<file path="src/rtl/step_dir_pkg.sv">
// Shared types and constants for the step/direction trajectory generator.
package step_dir_pkg;

  typedef enum logic [1:0] {
    IDLE = 2'd0,
    MOVE = 2'd1,
    DONE = 2'd2
  } state_t;

  localparam logic UP   = 1'b1;
  localparam logic DOWN = 1'b0;

  // Divider counter width; never narrower than one bit so STEP_DIV=1 still builds.
  function automatic int div_width(input int step_div);
    return (step_div > 1) ? $clog2(step_div) : 1;
  endfunction

  localparam int STEP_DIV_DEFAULT = 1;
  localparam int DIV_W_DEFAULT    = div_width(STEP_DIV_DEFAULT);

endpackage

</file>
<file path="src/rtl/step_timer.sv">
// Step-rate divider: registered tick right after start, then every STEP_DIV cycles while run holds.
module step_timer
  import step_dir_pkg::*;
#(
  parameter int STEP_DIV = 1
) (
  input  logic clk,
  input  logic rst,
  input  logic start,
  input  logic run,
  output logic tick
);

  localparam int              DIV_W  = div_width(STEP_DIV);
  localparam logic [DIV_W-1:0] RELOAD = DIV_W'(STEP_DIV - 1);

  logic [DIV_W-1:0] div_r;
  logic             tick_r;

  // Down-counter that reloads on every emitted tick.
  always_ff @(posedge clk or posedge rst) begin
    if (rst) begin
      div_r  <= {DIV_W{1'b0}};
      tick_r <= 1'b0;
    end else if (start) begin
      div_r  <= RELOAD;
      tick_r <= 1'b1;
    end else if (run) begin
      if (div_r == {DIV_W{1'b0}}) begin
        div_r  <= RELOAD;
        tick_r <= 1'b1;
      end else begin
        div_r  <= div_r - {{(DIV_W-1){1'b0}}, 1'b1};
        tick_r <= 1'b0;
      end
    end else begin
      div_r  <= {DIV_W{1'b0}};
      tick_r <= 1'b0;
    end
  end

  assign tick = tick_r;

endmodule

</file>
<file path="src/rtl/step_dir_gen.sv">
// Turns a target position into step/direction pulses for the up/down counter.
// Optional SHORTEST_PATH_EN picks the shorter way around the 2^WIDTH circle.
module step_dir_gen
  import step_dir_pkg::*;
#(
  parameter int WIDTH    = 8,
  parameter int STEP_DIV = 1
) (
  input  logic             clk,
  input  logic             rst,
  input  logic [WIDTH-1:0] target,
  input  logic             target_valid,
  output logic             target_ready,
  input  logic             abort,
  output logic             enable,
  output logic             direction,
  output logic [WIDTH-1:0] pos_out,
  output logic             busy,
  output logic             done
);

  state_t           state_r;
  logic [WIDTH-1:0] pos_r;
  logic [WIDTH-1:0] target_r;
  logic [WIDTH-1:0] pos_next_s;
  logic             dir_r;
  logic             busy_r;
  logic             done_r;
  logic             ready_r;
  logic             dir_calc_s;
  logic             accept_s;
  logic             start_s;
  logic             arrive_s;
  logic             run_s;
  logic             tick_s;

`ifdef SHORTEST_PATH_EN
  localparam logic [WIDTH-1:0] HALF = {1'b1, {(WIDTH-1){1'b0}}};
  logic [WIDTH-1:0] d_up_s;
`endif

  // Direction choice, next mirror value and handshake/arrival decode.
  always_comb begin
`ifdef SHORTEST_PATH_EN
    d_up_s     = target - pos_r;
    dir_calc_s = (d_up_s <= HALF) ? UP : DOWN;
`else
    dir_calc_s = (target > pos_r) ? UP : DOWN;
`endif
    if (dir_r == UP) begin
      pos_next_s = pos_r + {{(WIDTH-1){1'b0}}, 1'b1};
    end else begin
      pos_next_s = pos_r - {{(WIDTH-1){1'b0}}, 1'b1};
    end
    accept_s = (state_r == IDLE) && target_valid && ready_r;
    start_s  = accept_s && (target != pos_r);
    // A step landing on the target ends the move on the same edge.
    arrive_s = tick_s && (pos_next_s == target_r);
    run_s    = (state_r == MOVE) && !abort && !arrive_s;
  end

  step_timer #(
    .STEP_DIV (STEP_DIV)
  ) u_step_timer (
    .clk   (clk),
    .rst   (rst),
    .start (start_s),
    .run   (run_s),
    .tick  (tick_s)
  );

  // Control FSM and position mirror; the mirror follows every emitted step.
  always_ff @(posedge clk or posedge rst) begin
    if (rst) begin
      state_r  <= IDLE;
      pos_r    <= {WIDTH{1'b0}};
      target_r <= {WIDTH{1'b0}};
      dir_r    <= UP;
      busy_r   <= 1'b0;
      done_r   <= 1'b0;
      ready_r  <= 1'b1;
    end else begin
      if (tick_s) begin
        pos_r <= pos_next_s;
      end
      case (state_r)
        IDLE: begin
          done_r <= 1'b0;
          if (accept_s) begin
            target_r <= target;
            ready_r  <= 1'b0;
            if (start_s) begin
              state_r <= MOVE;
              busy_r  <= 1'b1;
              dir_r   <= dir_calc_s;
            end else begin
              state_r <= DONE;
              done_r  <= 1'b1;
            end
          end
        end
        MOVE: begin
          if (abort) begin
            state_r <= IDLE;
            busy_r  <= 1'b0;
            ready_r <= 1'b1;
          end else if (arrive_s) begin
            state_r <= DONE;
            busy_r  <= 1'b0;
            done_r  <= 1'b1;
          end
        end
        DONE: begin
          state_r <= IDLE;
          done_r  <= 1'b0;
          ready_r <= 1'b1;
        end
        default: begin
          state_r <= IDLE;
          busy_r  <= 1'b0;
          done_r  <= 1'b0;
          ready_r <= 1'b1;
        end
      endcase
    end
  end

  assign target_ready = ready_r;
  assign enable       = tick_s;
  assign direction    = dir_r;
  assign pos_out      = pos_r;
  assign busy         = busy_r;
  assign done         = done_r;

endmodule

</file>
<file path="config.mk">
export PLATFORM = sky130hd
export DESIGN_NAME = step_dir_gen
export DESIGN_NICKNAME = d
export VERILOG_FILES = /design/src/rtl/step_dir_pkg.sv /design/src/rtl/step_timer.sv /design/src/rtl/step_dir_gen.sv
export SDC_FILE = /design/constraint.sdc
export NUM_CORES = 1
export LEC_CHECK = 0
export BUFFER_PORTS_ARGS = -buffer_cell sky130_fd_sc_hd__buf_2
export CAP_MARGIN = 20
export CORE_MARGIN = 2
export CORE_UTILIZATION = 45
export CTS_CLUSTER_SIZE = 16
export DETAILED_ROUTE_END_ITERATION = 6
export PLACE_DENSITY_LB_ADDON = 0.15
export SKIP_CTS_REPAIR_TIMING = 1
export SLEW_MARGIN = 20
export SYNTH_ARGS = -nofsm -noshare
export SYNTH_HDL_FRONTEND = slang
export SYNTH_SLANG_ARGS = --single-unit
</file>
<file path="constraint.sdc">
create_clock -name clk -period 2.3 [get_ports clk]
set_clock_uncertainty 0.05 [all_clocks]
set_input_delay 0.46 -clock clk [delete_from_list [all_inputs] [get_ports clk]]
set_output_delay 0.46 -clock clk [all_outputs]
set_load 0.05 [all_outputs]
</file>
# After elaboration in Yosys (flattened, before gate mapping)
# Cells that the tools add are included.
# W data, S select, Z words.
[op_classes] eq_ne=10 reduce_logical=15 order_cmp=1 mux=26 bitwise_logic=1 addsub=3
[op_table] operator="$mux W1" count=17
[op_table] operator="$ne A2 B2 Y1 const B" count=5
[op_table] operator="$add A8 B1 Y8 const B" count=1
[op_table] operator="$eq A8 B8 Y1" count=1
[op_table] operator="$gt A8 B8 Y1" count=1
[op_table] operator="$mux W2" count=4
[op_table] operator="$mux W8" count=1
[op_table] operator="$ne A8 B8 Y1" count=1
[op_table] operator="$reduce_and A2 Y1" count=4
[op_table] operator="$sub A8 B1 Y8 const B" count=1
[op_table] operator="$logic_and A1 B1 Y1" count=6
[op_table] operator="$pmux W1 S2" count=2
[op_table] operator="$pmux W2 S2" count=1
[op_table] operator="$reduce_and A4 Y1" count=1
[op_table] operator="$ne A3 B3 Y1 const B" count=1
[op_table] operator="$pmux W1 S3" count=1
[op_table] operator="$reduce_and A3 Y1" count=1
[op_table] operator="$eq A2 B1 Y1 const B" count=1
[op_table] operator="$eq A2 B2 Y1 const B" count=1
[op_table] operator="$logic_not A1 Y1" count=2
[op_table] operator="$logic_not A2 Y1" count=1
[op_table] operator="$not A1 Y1" count=1
[op_table] operator="$sub A1 B1 Y1 const B" count=1
[totals] elab_cells=65 reg_bits=24 input_bits=12

# Depth between registers and ports, before layout
[logic_depth] ltp_word=8 mapped_depth=9 mapped_depth_nobuf=8

# Cells and area by module
# A second synthesis with hierarchy kept.
[unflattened] cells_unflattened=163 hier_area_um2=1601.5
[modules_own_cells] module="step_dir_gen" seq_area_each_um2=553.0 cells_per_inst=160 n_inst=1 area_per_inst_um2=1566.5
[modules_own_cells] module="step_timer" seq_area_each_um2=25.0 cells_per_inst=3 n_inst=1 area_per_inst_um2=35.0

# Worst setup path before layout
# Ideal clock, no wire load.
[synth_timing] path_kind="reg2reg" from="reg dir_r, in the netlist direction" to="reg state_r[0]" arrival_time_ns=2.421 period_less_slack_ns=2.600 path_slack_ns=-0.300 path_stages_with_launch=10 cell_sequence="dfstp_2 -> inv_2 -> ha_1 -> buf_4 -> xnor2_2 -> nor3_1 -> a2111oi_0 -> o2111ai_1 -> a211oi_1 -> o21ai_1"
[synth_between] elab_chain_cells=5
[synth_rtl] element="from (decl)" line="step_dir_gen.sv:26" source="logic dir_r;"
[synth_rtl] element="from (signal assigned)" line="step_dir_gen.sv:95" source="dir_r <= dir_calc_s;"
[synth_rtl] element="$mux W8" line="step_dir_gen.sv:50" source="if (dir_r == UP) begin"
[synth_rtl] element="$eq A8 B8 Y1" line="step_dir_gen.sv:58" source="arrive_s = tick_s && (pos_next_s == target_r);"
[synth_rtl] element="$logic_and A1 B1 Y1" line="step_dir_gen.sv:58"
[synth_rtl] element="$ne A3 B3 Y1 (no source line)"
[synth_rtl] element="$reduce_and A2 Y1 (no source line)"
[synth_rtl] element="to (signal assigned)" line="step_dir_gen.sv:75" source="state_r <= IDLE;"
[synth_rtl] element="to (signal assigned)" line="step_dir_gen.sv:93" source="state_r <= MOVE;"
[synth_rtl] element="to (signal assigned)" line="step_dir_gen.sv:97" source="state_r <= DONE;"
[synth_rtl] element="to (decl)" line="step_dir_gen.sv:22" source="state_t state_r;"
# Every way passes these cells.
# A chain may end at the register's enable or synchronous reset.

# Worst setup path after layout
[layout_timing] from="reg dir_r, in the netlist direction" to="reg done_r, in the netlist done"
[layout_between] elab_chain_cells=5
[layout_rtl] element="$mux W8" line="step_dir_gen.sv:50"
[layout_rtl] element="$eq A8 B8 Y1" line="step_dir_gen.sv:58"
[layout_rtl] element="$logic_and A1 B1 Y1" line="step_dir_gen.sv:58"
[layout_rtl] element="$ne A2 B2 Y1 (no source line)"
[layout_rtl] element="$reduce_and A2 Y1 (no source line)"
[layout_rtl] element="to (signal assigned)" line="step_dir_gen.sv:80" source="done_r <= 1'b0;"
[layout_rtl] element="to (signal assigned)" line="step_dir_gen.sv:88" source="done_r <= 1'b0;"
[layout_rtl] element="to (signal assigned)" line="step_dir_gen.sv:98" source="done_r <= 1'b1;"
[layout_rtl] element="to (decl)" line="step_dir_gen.sv:28" source="logic done_r;"
# Every way passes these cells.

==> reports/results.tsv <==
stage	metric	value	unit
detailed_routing	Routed Antenna Nets	0	
critical_path	Slowest Stage Delay on Critical Path	0.68	ns
pwr	Power Dens Cells	1340	nW/um2
clock_network	CTS tree	built	
die	# IOs	25	
logic_synthesis	#FFs+latches synth	23	
die	num rows	21	
logic_synthesis	top-count cell post-synth	dfrtp_1	
placement	GP Congestion	0.901	
logic_synthesis	cell taking the most area after synthesis	dfrtp_1	
critical_path	R2R depth	8	
die	die area	3970	um2
clock_network	CTS clk-pin slew, worst paths	0.12	ns
die	Starting Density	47.0	%
detailed_routing	# DRC	0	
finish	nets@finish	228	
detailed_routing	final wirelength	3680	um
critical_path	crit path kind	flip-flop to flip-flop	
detailed_routing	vias post-DR	1331	
pwr	cell leakage power	0.981	nW
logic_synthesis	top-area cell type share of the netlist area	33.5	%
timing	relative slew slack	66.0	%
detailed_routing	per-cell routed wire length	15.0	um
grt	initial antenna violation count	0	
clock_network	Sink Count	23	
critical_path	Crit. End Element	flip-flop	
timing	PnR worst setup slack	-0.132	ns
clock_network	H-tree depth	1	
grt	number of global-route vias before repair	1407	
pwr	sw power	1.30	mW
pwr	Gate power share	69.7	%
logic_synthesis	synthesized area per cell	9.86	um2
critical_path	CP required	2.45	ns
logic_synthesis	commonest cells in the netlist	dfrtp_1 (21), nor2_1 (15), ha_1 (14), inv_1 (14), xnor2_1 (10)	
grt	total congestion overflow	0	
critical_path	CP max-delay cell	dfstp_4	
logic_synthesis	Synth area leaders	dfrtp_1 (34%), ha_1 (11%), mux2_1 (5.7%), xnor2_1 (5.6%), xor2_1 (3.9%)	
placement	Detailed Place HPWL	2930	um
timing	crit path time final	2.43	ns
die	Die Height	63.0	um
timing	unrepaired setup endpoints after global routing	yes	
timing	final hold vios	0	
critical_path	WP depth	8	
pwr	internal power	1.47	mW
placement	Port Buf Inserts	24	
logic_synthesis	net count after synthesis	186	
critical_path	crit start category	flip-flop	
logic_synthesis	Post-Synthesis Cells	159	
clock_network	Clock Tree Root	clkbuf_4	
finish	P&R area growth vs syn	31.4	%
clock_network	CTS Buf Count	3	
detailed_routing	drt pass-1 iters	4	
placement	placed cells	238	
timing	Hold Worst Slack	0.0889	ns
logic_synthesis	Post-synth EDFFs	0	
critical_path	CP delay by family, top	compound AO/OA/AOI/OAI gates	
pwr	clock power share	6.6	%
finish	diode count	0	
timing	Setup violations, final	5	
timing	fmax	0.411	GHz
die	die width	63.0	um
finish	share of cells above drive strength 1	38.5	%
placement	DP Worst Slack	-0.100	ns
pwr	Max VDD drop	0.712	mV
critical_path	crit-path max FO	7	
grt	Tot GR Track Use	19.7	%
die	core area	3340	um2
grt	first-pass GRT wire length	6270	um
pwr	Switching Share	47.0	%
critical_path	CP bufs+invs	2	
logic_synthesis	Synthesis Warnings	0	
critical_path	Worst Path Arrival	2.58	ns
min_path	Hold Crit Class	input port to asynchronous set/reset pin	
timing	Tightest Pin Transition	0.509	ns
logic_synthesis	synth unique cells	45	
detailed_routing	Vias/cell	5.41	
status	status	finished, violations left	
critical_path	cell chain of the critical path	inv_8 -> ha_4 -> xnor2_4 -> buf_4 -> o32a_1 -> o2111ai_2 -> a21oi_2 -> a221o_1	
status	failing checks	setup timing	
logic_synthesis	post-synthesis sequential area ratio	36.9	%
finish	final cell count without fillers	246	
pwr	sequential power share	23.7	%
logic_synthesis	Async SR Flop Fraction	100	%
logic_synthesis	mapped cell area	1570	um2
clock_network	Clock Latency Late Sink	0.30	ns
logic_synthesis	Synth Flop Type	dfrtp_1	
grt	largest net degree at the start of global routing	15	
clock_network	clock buffer depth	2	
run	Max-cap violations	0	
timing	period utilisation layout	106	%
detailed_routing	Iter 0 DRT Violations	45	
timing	fin. max-slew vios	0	
finish	Layout Utilization	61.7	%
pwr	overall power	2.77	mW
layout make-up:
| type | count | area (um2) |
|---|---|---|
| timing repair buffer | 42 | 255 |
| multi-input combinational | 116 | 1070 |
| sequential | 23 | 584 |
| tap | 46 | 57.6 |
| inverter | 15 | 63.8 |
| clock buffer | 4 | 26.3 |
| fill | 304 | 1280 |
routing by layer:
layer,vias up,GRT usage (%),part of all wire (%)
li1,636,-,-
met1,666,25.8,44
met2,25,34.0,52
met3,4,2.16,2.7
met4,0,6.11,0.92
met5,-,0,0
path summary, 6_finish.rpt:
path,to,slack [ns],startpoint
hold / removal,target_r[0],0.09,rst
setup / recovery,done,-0.13,direction
setup reg to reg,done,-0.13,direction
hold reg to reg,target_r[7],0.47,target_r[7]
max in group asynchronous,target_ready,1.48,rst
min in group clk,target_r[0],0.33,target[0]
power groups by stage:
| stage | combinational (mW) | sequential (mW) | clock [mW] |
|---|---|---|---|
| 2_1_floorplan | 1.08 | 0.905 | 0 |
| 3_3_place_gp | 1.69 | 0.655 | 0 |
| 3_5_place_dp | 1.73 | 0.663 | 0 |
| 4_1_cts | 1.74 | 0.654 | 0.192 |
| 5_1_grt | 2.09 | 0.674 | 0.212 |
| 6_report | 1.93 | 0.657 | 0.183 |
cells by family (layout without fill, tap and decap cells):
group | count (synthesis) | count (layout) | synth area share [%]
and+or+nand+nor | 37 | 37 | 11.7
buffers and inverters | 20 | 61 | 5.35
xor gates and xnor gates | 18 | 18 | 10.5
adders and majority gates | 15 | 15 | 12.5
muxes | 10 | 10 | 7.10
AOI/OAI and AO/OA | 36 | 36 | 16.0
DFF | 23 | 23 | 36.9
registers in the layout (all words and copies together) (netlist names):
name,count
done,1
target_ready,1
u_step_timer.tick,1
state_r,2
direction,1
target_r,8
busy,1
pos_out,8
through the flow:
| step | cell area (um2) | TNS (ns) |
|---|---|---|
| final | 2060 | -0.465 |
| after global routing | 2060 | -1.05 |
| after detailed placement | 1930 | -0.411 |
| after CTS | 1960 | -0.564 |
| after global placement | 1930 | -0.0503 |
| after floorplan | 1690 | -0.213 |
cells in the final DEF, fill, tap and decap left out, types with 3 or more instances in the layout:
cell,Yosys,routed
xnor2_1,10,6
mux2_1,8,8
a21o_1,4,4
buf_4,1,18
buf_2,1,24
a21oi_2,0,3
xnor2_2,1,4
nor2_1,15,13
nand2b_1,5,5
a21oi_1,9,6
nand2_1,6,6
clkbuf_4,1,3
o21ai_1,5,5
dfrtp_1,21,19
inv_1,14,14
ha_4,0,4
ha_1,14,9
xor2_1,7,6
worst register-to-register path, delay by kind of cell, from the launching register on:
family | cells | cell delay (ns)
AOI/OAI and AO/OA | 4 | 0.97
xor gates and xnor gates | 1 | 0.16
DFF | 1 | 0.68
adders and majority gates | 1 | 0.27
buffers and inverters | 2 | 0.20
Note: power is estimated with default switching activity, not from simulation.
